## config.mk

```make
export PLATFORM = sky130hd
export DESIGN_NAME = ym3438_pg_seq_flat
export DESIGN_NICKNAME = d
export VERILOG_FILES = /design/src/rtl/ym3438_pg_seq_if.sv /design/src/rtl/ym3438_pg_seq.sv /design/src/flat_wrapper.sv
export SDC_FILE = /design/constraint.sdc
export NUM_CORES = 1
export LEC_CHECK = 0
export ABC_AREA = 0
export CAP_MARGIN = 20
export CORE_MARGIN = 2
export CORE_UTILIZATION = 50
export CTS_BUF_LIST = sky130_fd_sc_hd__clkbuf_16
export DETAILED_ROUTE_END_ITERATION = 10
export PLACE_DENSITY = 0.74
export SLEW_MARGIN = 0
export SYNTH_ARGS = -nofsm -noshare
export SYNTH_HDL_FRONTEND = slang
export SYNTH_SLANG_ARGS = --single-unit
```

## constraint.sdc

```tcl
create_clock -name MCLK -period 4.4 [get_ports MCLK]
set_input_delay 0.66 -clock MCLK [delete_from_list [all_inputs] [get_ports MCLK]]
set_output_delay 0.66 -clock MCLK [all_outputs]
set_load 0.01 [all_outputs]
```

## src/rtl/ym3438_pg_seq_if.sv

```systemverilog
// ym3438_pg_seq_if
//   Bus between the register write decoder / sequencer driver and the PG
//   slot sequencer.
//   master: drives c1, c2, wr_en, wr_addr, wr_data; receives slot outputs.
//   slave : the sequencer; receives strobes/writes, drives per-slot outputs.
//   Signals:
//     c1, c2    phase enables, one MCLK wide, never coincident
//     wr_en     register write strobe
//     wr_addr   {part, addr[7:0]}
//     wr_data   write data
//     slot      slot presented (0..23)
//     fnum      raw 11-bit fnum, zero-extended to 12 bits
//     block     block of the slot
//     multi     multiple of the slot
//     dt        detune code {sign, mag[1:0]}
//     kcode     {block, fnum[10], fnum[10] ? |fnum[9:7] : &fnum[9:7]}
//     pg_reset  1 = accumulate phase, 0 = clear phase
//     sync      high while slot == 0
interface ym3438_pg_seq_if;
   logic        c1;
   logic        c2;
   logic        wr_en;
   logic [8:0]  wr_addr;
   logic [7:0]  wr_data;
   logic [4:0]  slot;
   logic [11:0] fnum;
   logic [2:0]  block;
   logic [3:0]  multi;
   logic [2:0]  dt;
   logic [4:0]  kcode;
   logic        pg_reset;
   logic        sync;

   modport master (
      output c1, c2, wr_en, wr_addr, wr_data,
      input  slot, fnum, block, multi, dt, kcode, pg_reset, sync
   );

   modport slave (
      input  c1, c2, wr_en, wr_addr, wr_data,
      output slot, fnum, block, multi, dt, kcode, pg_reset, sync
   );
endinterface

```

## src/rtl/ym3438_pg_seq.sv

```systemverilog
// ym3438_pg_seq
//   Slot sequencer and parameter store for the phase generator. Stores
//   fnum/block per channel, CH3 special-mode fnums, dt/multi per operator
//   and key-on state, walks the 24 operator slots (one per c1/c2 pair) and
//   presents the current slot's parameters to the PG.
//   Ports:
//     MCLK   master clock
//     reset  synchronous, active-high reset
//     bus    ym3438_pg_seq_if.slave (strobes, register writes, slot outputs)
//   Slot numbering: slot = 6*opidx + ch, opidx order OP1,OP3,OP2,OP4.
module ym3438_pg_seq #(
   parameter int unsigned SLOTS    = 24,
   parameter int unsigned KC_WIDTH = 5
) (
   input  logic              MCLK,
   input  logic              reset,
   ym3438_pg_seq_if.slave    bus
);

   logic [4:0]  r_cnt;
   logic [10:0] r_fnum     [6];
   logic [2:0]  r_block    [6];
   logic [10:0] r_sp_fnum  [3];
   logic [2:0]  r_sp_block [3];
   logic [2:0]  r_dt       [24];
   logic [3:0]  r_multi    [24];
   logic [23:0] r_key;
   logic [23:0] r_key_prev;
   logic [5:0]  r_hi;
   logic [5:0]  r_hi3;
   logic [1:0]  r_mode;

   // ---------------- write decode ----------------
   logic       w_part;
   logic [7:0] w_a;
   logic [1:0] w_lo;
   logic       w_lo_ok;
   logic [2:0] w_wr_ch;
   logic [4:0] w_op_slot;
   logic [1:0] w_sp_k;
   logic [2:0] w_key_ch;
   logic       w_key_ok;

   always_comb begin
      w_part    = bus.wr_addr[8];
      w_a       = bus.wr_addr[7:0];
      w_lo      = w_a[1:0];
      w_lo_ok   = (w_lo != 2'd3);
      w_wr_ch   = w_part ? (3'd3 + {1'b0, w_lo}) : {1'b0, w_lo};
      // addr[3:2] already follows slot operator order, so slot = 6*addr[3:2] + ch
      w_op_slot = {1'b0, w_a[3:2], 2'b00} + {2'b00, w_a[3:2], 1'b0} + {2'b00, w_wr_ch};
      // A9 = OP1 (k0), A8 = OP3 (k1), AA = OP2 (k2): k matches opidx
      w_sp_k    = (w_lo == 2'd1) ? 2'd0 : ((w_lo == 2'd0) ? 2'd1 : 2'd2);
      w_key_ch  = bus.wr_data[2] ? (3'd3 + {1'b0, bus.wr_data[1:0]}) : {1'b0, bus.wr_data[1:0]};
      w_key_ok  = (bus.wr_data[1:0] != 2'd3);
   end

   // ---------------- read decode for the current slot ----------------
   logic [1:0]          w_rd_op;
   logic [2:0]          w_rd_ch;
   logic                w_use_sp;
   logic [10:0]         w_fnum;
   logic [2:0]          w_block;
   logic [KC_WIDTH-1:0] w_kcode;

   always_comb begin
      w_rd_op = 2'd0;
      w_rd_ch = r_cnt[2:0];
      if (r_cnt >= 5'd18) begin
         w_rd_op = 2'd3;
         w_rd_ch = 3'(r_cnt - 5'd18);
      end else if (r_cnt >= 5'd12) begin
         w_rd_op = 2'd2;
         w_rd_ch = 3'(r_cnt - 5'd12);
      end else if (r_cnt >= 5'd6) begin
         w_rd_op = 2'd1;
         w_rd_ch = 3'(r_cnt - 5'd6);
      end
      w_use_sp = (r_mode != 2'd0) && (w_rd_ch == 3'd2) && (w_rd_op != 2'd3);
      if (w_use_sp) begin
         w_fnum  = r_sp_fnum[w_rd_op];
         w_block = r_sp_block[w_rd_op];
      end else begin
         w_fnum  = r_fnum[w_rd_ch];
         w_block = r_block[w_rd_ch];
      end
      w_kcode = {w_block, w_fnum[10],
                 w_fnum[10] ? (|w_fnum[9:7]) : (&w_fnum[9:7])};
   end

   // ---------------- state ----------------
   always_ff @(posedge MCLK) begin
      if (reset) begin
         r_cnt        <= '0;
         r_key        <= '0;
         r_key_prev   <= '0;
         r_hi         <= '0;
         r_hi3        <= '0;
         r_mode       <= '0;
         for (int unsigned i = 0; i < 6; i++) begin
            r_fnum[i]  <= '0;
            r_block[i] <= '0;
         end
         for (int unsigned i = 0; i < 3; i++) begin
            r_sp_fnum[i]  <= '0;
            r_sp_block[i] <= '0;
         end
         for (int unsigned i = 0; i < 24; i++) begin
            r_dt[i]    <= '0;
            r_multi[i] <= '0;
         end
         bus.slot     <= '0;
         bus.fnum     <= '0;
         bus.block    <= '0;
         bus.multi    <= '0;
         bus.dt       <= '0;
         bus.kcode    <= '0;
         bus.pg_reset <= 1'b1;
         bus.sync     <= 1'b1;
      end else begin
         if (bus.c2)
            r_cnt <= (r_cnt == 5'(SLOTS - 1)) ? 5'd0 : r_cnt + 5'd1;

         // Outputs sample the stored state before any write in this MCLK lands
         if (bus.c1) begin
            bus.slot          <= r_cnt;
            bus.fnum          <= {1'b0, w_fnum};
            bus.block         <= w_block;
            bus.multi         <= r_multi[r_cnt];
            bus.dt            <= r_dt[r_cnt];
            bus.kcode         <= w_kcode;
            bus.pg_reset      <= ~(r_key[r_cnt] & ~r_key_prev[r_cnt]);
            bus.sync          <= (r_cnt == 5'd0);
            r_key_prev[r_cnt] <= r_key[r_cnt];
         end

         if (bus.wr_en && w_lo_ok) begin
            if (w_a[7:4] == 4'h3) begin
               r_dt[w_op_slot]    <= bus.wr_data[6:4];
               r_multi[w_op_slot] <= bus.wr_data[3:0];
            end
            if (w_a[7:2] == 6'b1010_01)           // A4-A6
               r_hi <= bus.wr_data[5:0];
            if (w_a[7:2] == 6'b1010_00) begin     // A0-A2
               r_fnum[w_wr_ch]  <= {r_hi[2:0], bus.wr_data};
               r_block[w_wr_ch] <= r_hi[5:3];
            end
            if (!w_part) begin
               if (w_a[7:2] == 6'b1010_11)        // AC-AE
                  r_hi3 <= bus.wr_data[5:0];
               if (w_a[7:2] == 6'b1010_10) begin  // A8-AA
                  r_sp_fnum[w_sp_k]  <= {r_hi3[2:0], bus.wr_data};
                  r_sp_block[w_sp_k] <= r_hi3[5:3];
               end
            end
         end

         if (bus.wr_en && !w_part) begin
            if (w_a == 8'h27)
               r_mode <= bus.wr_data[7:6];
            if (w_a == 8'h28 && w_key_ok) begin
               r_key[5'd0  + {2'b00, w_key_ch}] <= bus.wr_data[4];  // OP1
               r_key[5'd6  + {2'b00, w_key_ch}] <= bus.wr_data[6];  // OP3
               r_key[5'd12 + {2'b00, w_key_ch}] <= bus.wr_data[5];  // OP2
               r_key[5'd18 + {2'b00, w_key_ch}] <= bus.wr_data[7];  // OP4
            end
         end
      end
   end

endmodule

```

## src/flat_wrapper.sv

```systemverilog
// flat-port wrapper written by rule: the top's interface ports become plain ports
module ym3438_pg_seq_flat 
#(
   parameter int unsigned SLOTS    = 24,
   parameter int unsigned KC_WIDTH = 5
)
  (MCLK, reset, bus_c1, bus_c2, bus_wr_en, bus_wr_addr, bus_wr_data, bus_slot, bus_fnum, bus_block, bus_multi, bus_dt, bus_kcode, bus_pg_reset, bus_sync);
  ym3438_pg_seq_if bus_i ();
  input  logic MCLK;
  input  logic reset;
  input wire logic [$bits(bus_i.c1)-1:0] bus_c1;
  input wire logic [$bits(bus_i.c2)-1:0] bus_c2;
  input wire logic [$bits(bus_i.wr_en)-1:0] bus_wr_en;
  input wire logic [$bits(bus_i.wr_addr)-1:0] bus_wr_addr;
  input wire logic [$bits(bus_i.wr_data)-1:0] bus_wr_data;
  output wire logic [$bits(bus_i.slot)-1:0] bus_slot;
  output wire logic [$bits(bus_i.fnum)-1:0] bus_fnum;
  output wire logic [$bits(bus_i.block)-1:0] bus_block;
  output wire logic [$bits(bus_i.multi)-1:0] bus_multi;
  output wire logic [$bits(bus_i.dt)-1:0] bus_dt;
  output wire logic [$bits(bus_i.kcode)-1:0] bus_kcode;
  output wire logic [$bits(bus_i.pg_reset)-1:0] bus_pg_reset;
  output wire logic [$bits(bus_i.sync)-1:0] bus_sync;
  assign bus_i.c1 = bus_c1;
  assign bus_i.c2 = bus_c2;
  assign bus_i.wr_en = bus_wr_en;
  assign bus_i.wr_addr = bus_wr_addr;
  assign bus_i.wr_data = bus_wr_data;
  assign bus_slot = bus_i.slot;
  assign bus_fnum = bus_i.fnum;
  assign bus_block = bus_i.block;
  assign bus_multi = bus_i.multi;
  assign bus_dt = bus_i.dt;
  assign bus_kcode = bus_i.kcode;
  assign bus_pg_reset = bus_i.pg_reset;
  assign bus_sync = bus_i.sync;
  ym3438_pg_seq #(.SLOTS(SLOTS), .KC_WIDTH(KC_WIDTH)) u_core (.MCLK(MCLK), .reset(reset), .bus(bus_i));
endmodule
```

==> results.json <==
{
  "status": "finished, final reports clean",
  "diodes": 0,
  "instances_no_fill": 2470,
  "powerDensity_nw_per_um2": 390,
  "vias": 14800,
  "synth_top_area_cell": "edfxtp_1",
  "drc": 0,
  "finalClockSkew_ns": 0.0248,
  "synth_area_leaders": "edfxtp_1 52%, mux4_2 9.0%, dfxtp_1 8.5%",
  "rsz0062_at_grt": "no",
  "cts_root_buffer": "clkbuf_16",
  "die_x_um": 216,
  "clkTransAtPathRegs_ns": 0.06,
  "synth_flop_cell": "edfxtp_1",
  "cpMaxStageDelayCell": "clkdlybuf4s50_1",
  "cts_tree": "yes",
  "fmax_mhz": 273,
  "hold_depth": 2,
  "reg2reg_to": "u_core.bus.kcode[4]$_SDFFE_PP0P_",
  "postCtsSetupRepairBufs": 0,
  "fillerInstances": 3517,
  "insertion_delay_ns": 0.60,
  "place_congestion": 0.847,
  "avgRoutedWirePerCell_um": 22.1,
  "post_cts_resized": 0,
  "drt_iter0_markers": 1631,
  "synth_seq_cells": 485,
  "min_from": "u_core.r_key[21]$_SDFFE_PP0P_",
  "initial_core_util_pct": 50.8,
  "finalHoldViolations": 0,
  "r2r_setup_slack_ns": 1.06,
  "drt-total-wl_um": 54500,
  "power_leakage_nw": 8.95,
  "setup_tns_ns": 0,
  "grt_max_degree": 73,
  "cts.sink_count": 485,
  "numPortBuffers": 54,
  "rr_startpoint": "u_core.r_cnt[2]$_SDFFE_PP0P_",
  "grt_pass1_wl_um": 84800,
  "hold_path.class": "flop to flop",
  "io_pins": 56,
  "placed_cells": 2376,
  "area_growth_pct": 12.6,
  "gr-total-overflow": 0,
  "placed_area_um2": 23900,
  "avgSynthCellArea_um2": 12.8,
  "synth.distinct_cells": 75,
  "yosysTopAreaCellShare_pct": 51.9,
  "path_cells": "clkdlybuf4s50_1 -> inv_1 -> ha_1 -> nor2b_1 -> fa_1 -> ha_1 -> inv_1 -> fa_1 -> nor2b_1 -> nand2_1 -> buf_12 -> o21ai_0 -> buf_4",
  "core_um2": 44300,
  "dr.pass1.iters": 6,
  "cts_hold_buf": 0,
  "path_delay_family": "adder cells",
  "critPathKind": "input port to flop",
  "row_count": 77,
  "path_depth": 13,
  "cp-start-kind": "input port",
  "finalNetCount": 1886,
  "crit_fanout": 16,
  "cts_inserted_buffers": 49,
  "crit_buf_inv": 5,
  "antenna_found_initial": 0,
  "die-area_um2": 46800,
  "die_h_um": 216,
  "grt_pass1_vias": 14700,
  "synthTopCellsByCount": "389 x edfxtp_1, 220 x nor2_1, 151 x and2_1, 130 x nand2_1, 110 x nor3_1",
  "viasPerCell": 5.98,
  "holdWs_ns": 0.454,
  "min_delay_worst_endpoint": "u_core.r_key[21]$_SDFFE_PP0P_",
  "r2r_cells": 8,
  "synth_cells": 1764,
  "synth_area_um2": 22500,
  "stdcell_area_um2": 25400,
  "critPathCaptureType": "flop",
  "arrival_ns": 3.97,
  "synthArstFlopShare_pct": 0,
  "yosys_warnings": 0,
  "period_needed_ns": 3.66,
  "drive_gt1_share_pct": 14.7,
  "cap_violations": 0,
  "crit_required_ns": 4.71,
  "post-route-period-util_pct": 83.2,
  "maxSlewViolCount": 0,
  "max_stage_delay_ns": 0.56,
  "htreeDepth": 2,
  "setup_viol": 0,
  "worstMarginPinSlew_ns": 1.10,
  "seq_area_frac_synth_pct": 60.4,
  "cts_buffer_depth": 3,
  "place_hpwl_um": 34800,
  "synth.most_common_cell": "edfxtp_1",
  "maxSlewHeadroom_pct": 25.9,
  "grt_use_total_pct": 23.7,
  "postRouteAntennaNets": 0,
  "ir_drop_mv": 0.317,
  "synth_edf_count": 389
}
## per-layer routing
| metal | up-vias | GRT usage (%) | wire length, µm | part of all wire, % |
|---|---|---|---|---|
| met2 | 657 | 38.9 | 26700 | 49 |
| met4 | 0 | 8.24 | 1680 | 3.1 |
| met5 | - | 0 | 0 | 0 |
| met3 | 114 | 3.99 | 4150 | 7.6 |
| met1 | 7351 | 32.2 | 22000 | 40 |
| li1 | 6644 | - | - | - |
## power breakdown
group          switching, mW  internal (mW)
combinational          0.521          0.359
sequential            0.0695           5.10
clock                   1.73           2.11
total                   2.32           7.57
## tightest hold or removal path: stages, from the launching register on
cell and delay [ns]:
dfxtp_1 0.31, nand2_1 0.05, a21oi_1 0.05
## worst max path at each step
stage                    from                               end  slack [ns]
3_3_place_gp   bus_wr_addr[1]  u_core.r_dt[10][1]$_SDFFCE_PN0P_        0.14
6_report       bus_wr_addr[0]  u_core.r_dt[10][2]$_SDFFCE_PN0P_        0.74
3_5_place_dp   bus_wr_addr[0]   u_core.r_dt[3][2]$_SDFFCE_PN0P_        0.11
5_1_grt        bus_wr_addr[0]  u_core.r_dt[21][2]$_SDFFCE_PN0P_        0.49
2_1_floorplan  bus_wr_addr[1]   u_core.r_dt[9][0]$_SDFFCE_PN0P_        0.54
4_1_cts        bus_wr_addr[0]   u_core.r_dt[3][1]$_SDFFCE_PN0P_        0.73
## flip-flops by register name, indices dropped and copies added, names as in the netlist
name,flops
u_core.r_sp_fnum,42
u_core.r_hi,6
u_core.r_sp_block,11
u_core.r_multi,128
u_core.r_dt,96
u_core.bus.kcode,5
u_core.bus.dt,3
u_core.r_block,24
u_core.bus.multi,4
u_core.r_key_prev,24
u_core.r_key,24
u_core.r_mode,2
u_core.r_hi3,6
u_core.bus.pg_reset,1
u_core.bus.fnum,10
u_core.bus.slot,5
u_core.r_cnt,5
u_core.bus.sync,1
u_core.r_fnum,88
## placed cells by master (no fill, tap or decap), types with 51 or more instances in the layout
cell / n
and2_1: 151
buf_4: 93
clkdlybuf4s50_1: 51
dfxtp_1: 93
edfxtp_1: 389
inv_1: 58
mux2i_1: 52
mux4_2: 90
nand2_1: 130
nor2_1: 220
nor3_1: 110
## final cells by class
type	instances	area (µm²)	area share (%)
sequential	485	13600	53.7
tap	592	741	2.92
multi-input combinational	1109	8120	32.0
clock buffer	50	1250	4.93
inverter	43	161	0.636
timing repair buffer	150	1270	5.01
clock inverter	41	211	0.834
## stage by stage
stage	util, %	worst slack [ns]	power [mW]
after floorplan	-	0.544	5.81
after global placement	53.9	0.143	6.12
after detailed placement	53.9	0.112	6.14
after CTS	57.2	0.730	9.92
after global routing	57.2	0.486	10.2
final	57.2	0.740	9.89
## cell families (layout without fill, tap and decap cells)
logic type	Yosys count	in the layout	synth area share, %
xor gates and xnor gates	4	4	0.156
buffers and inverters	181	284	3.79
AOI/OAI and AO/OA	187	187	5.52
and+or+nand+nor	716	716	15.5
adders and majority gates	26	26	1.51
muxes	164	164	13.1
other	1	12	0.0166
DFF	485	485	60.4
Power figures use the tool's default switching activity.
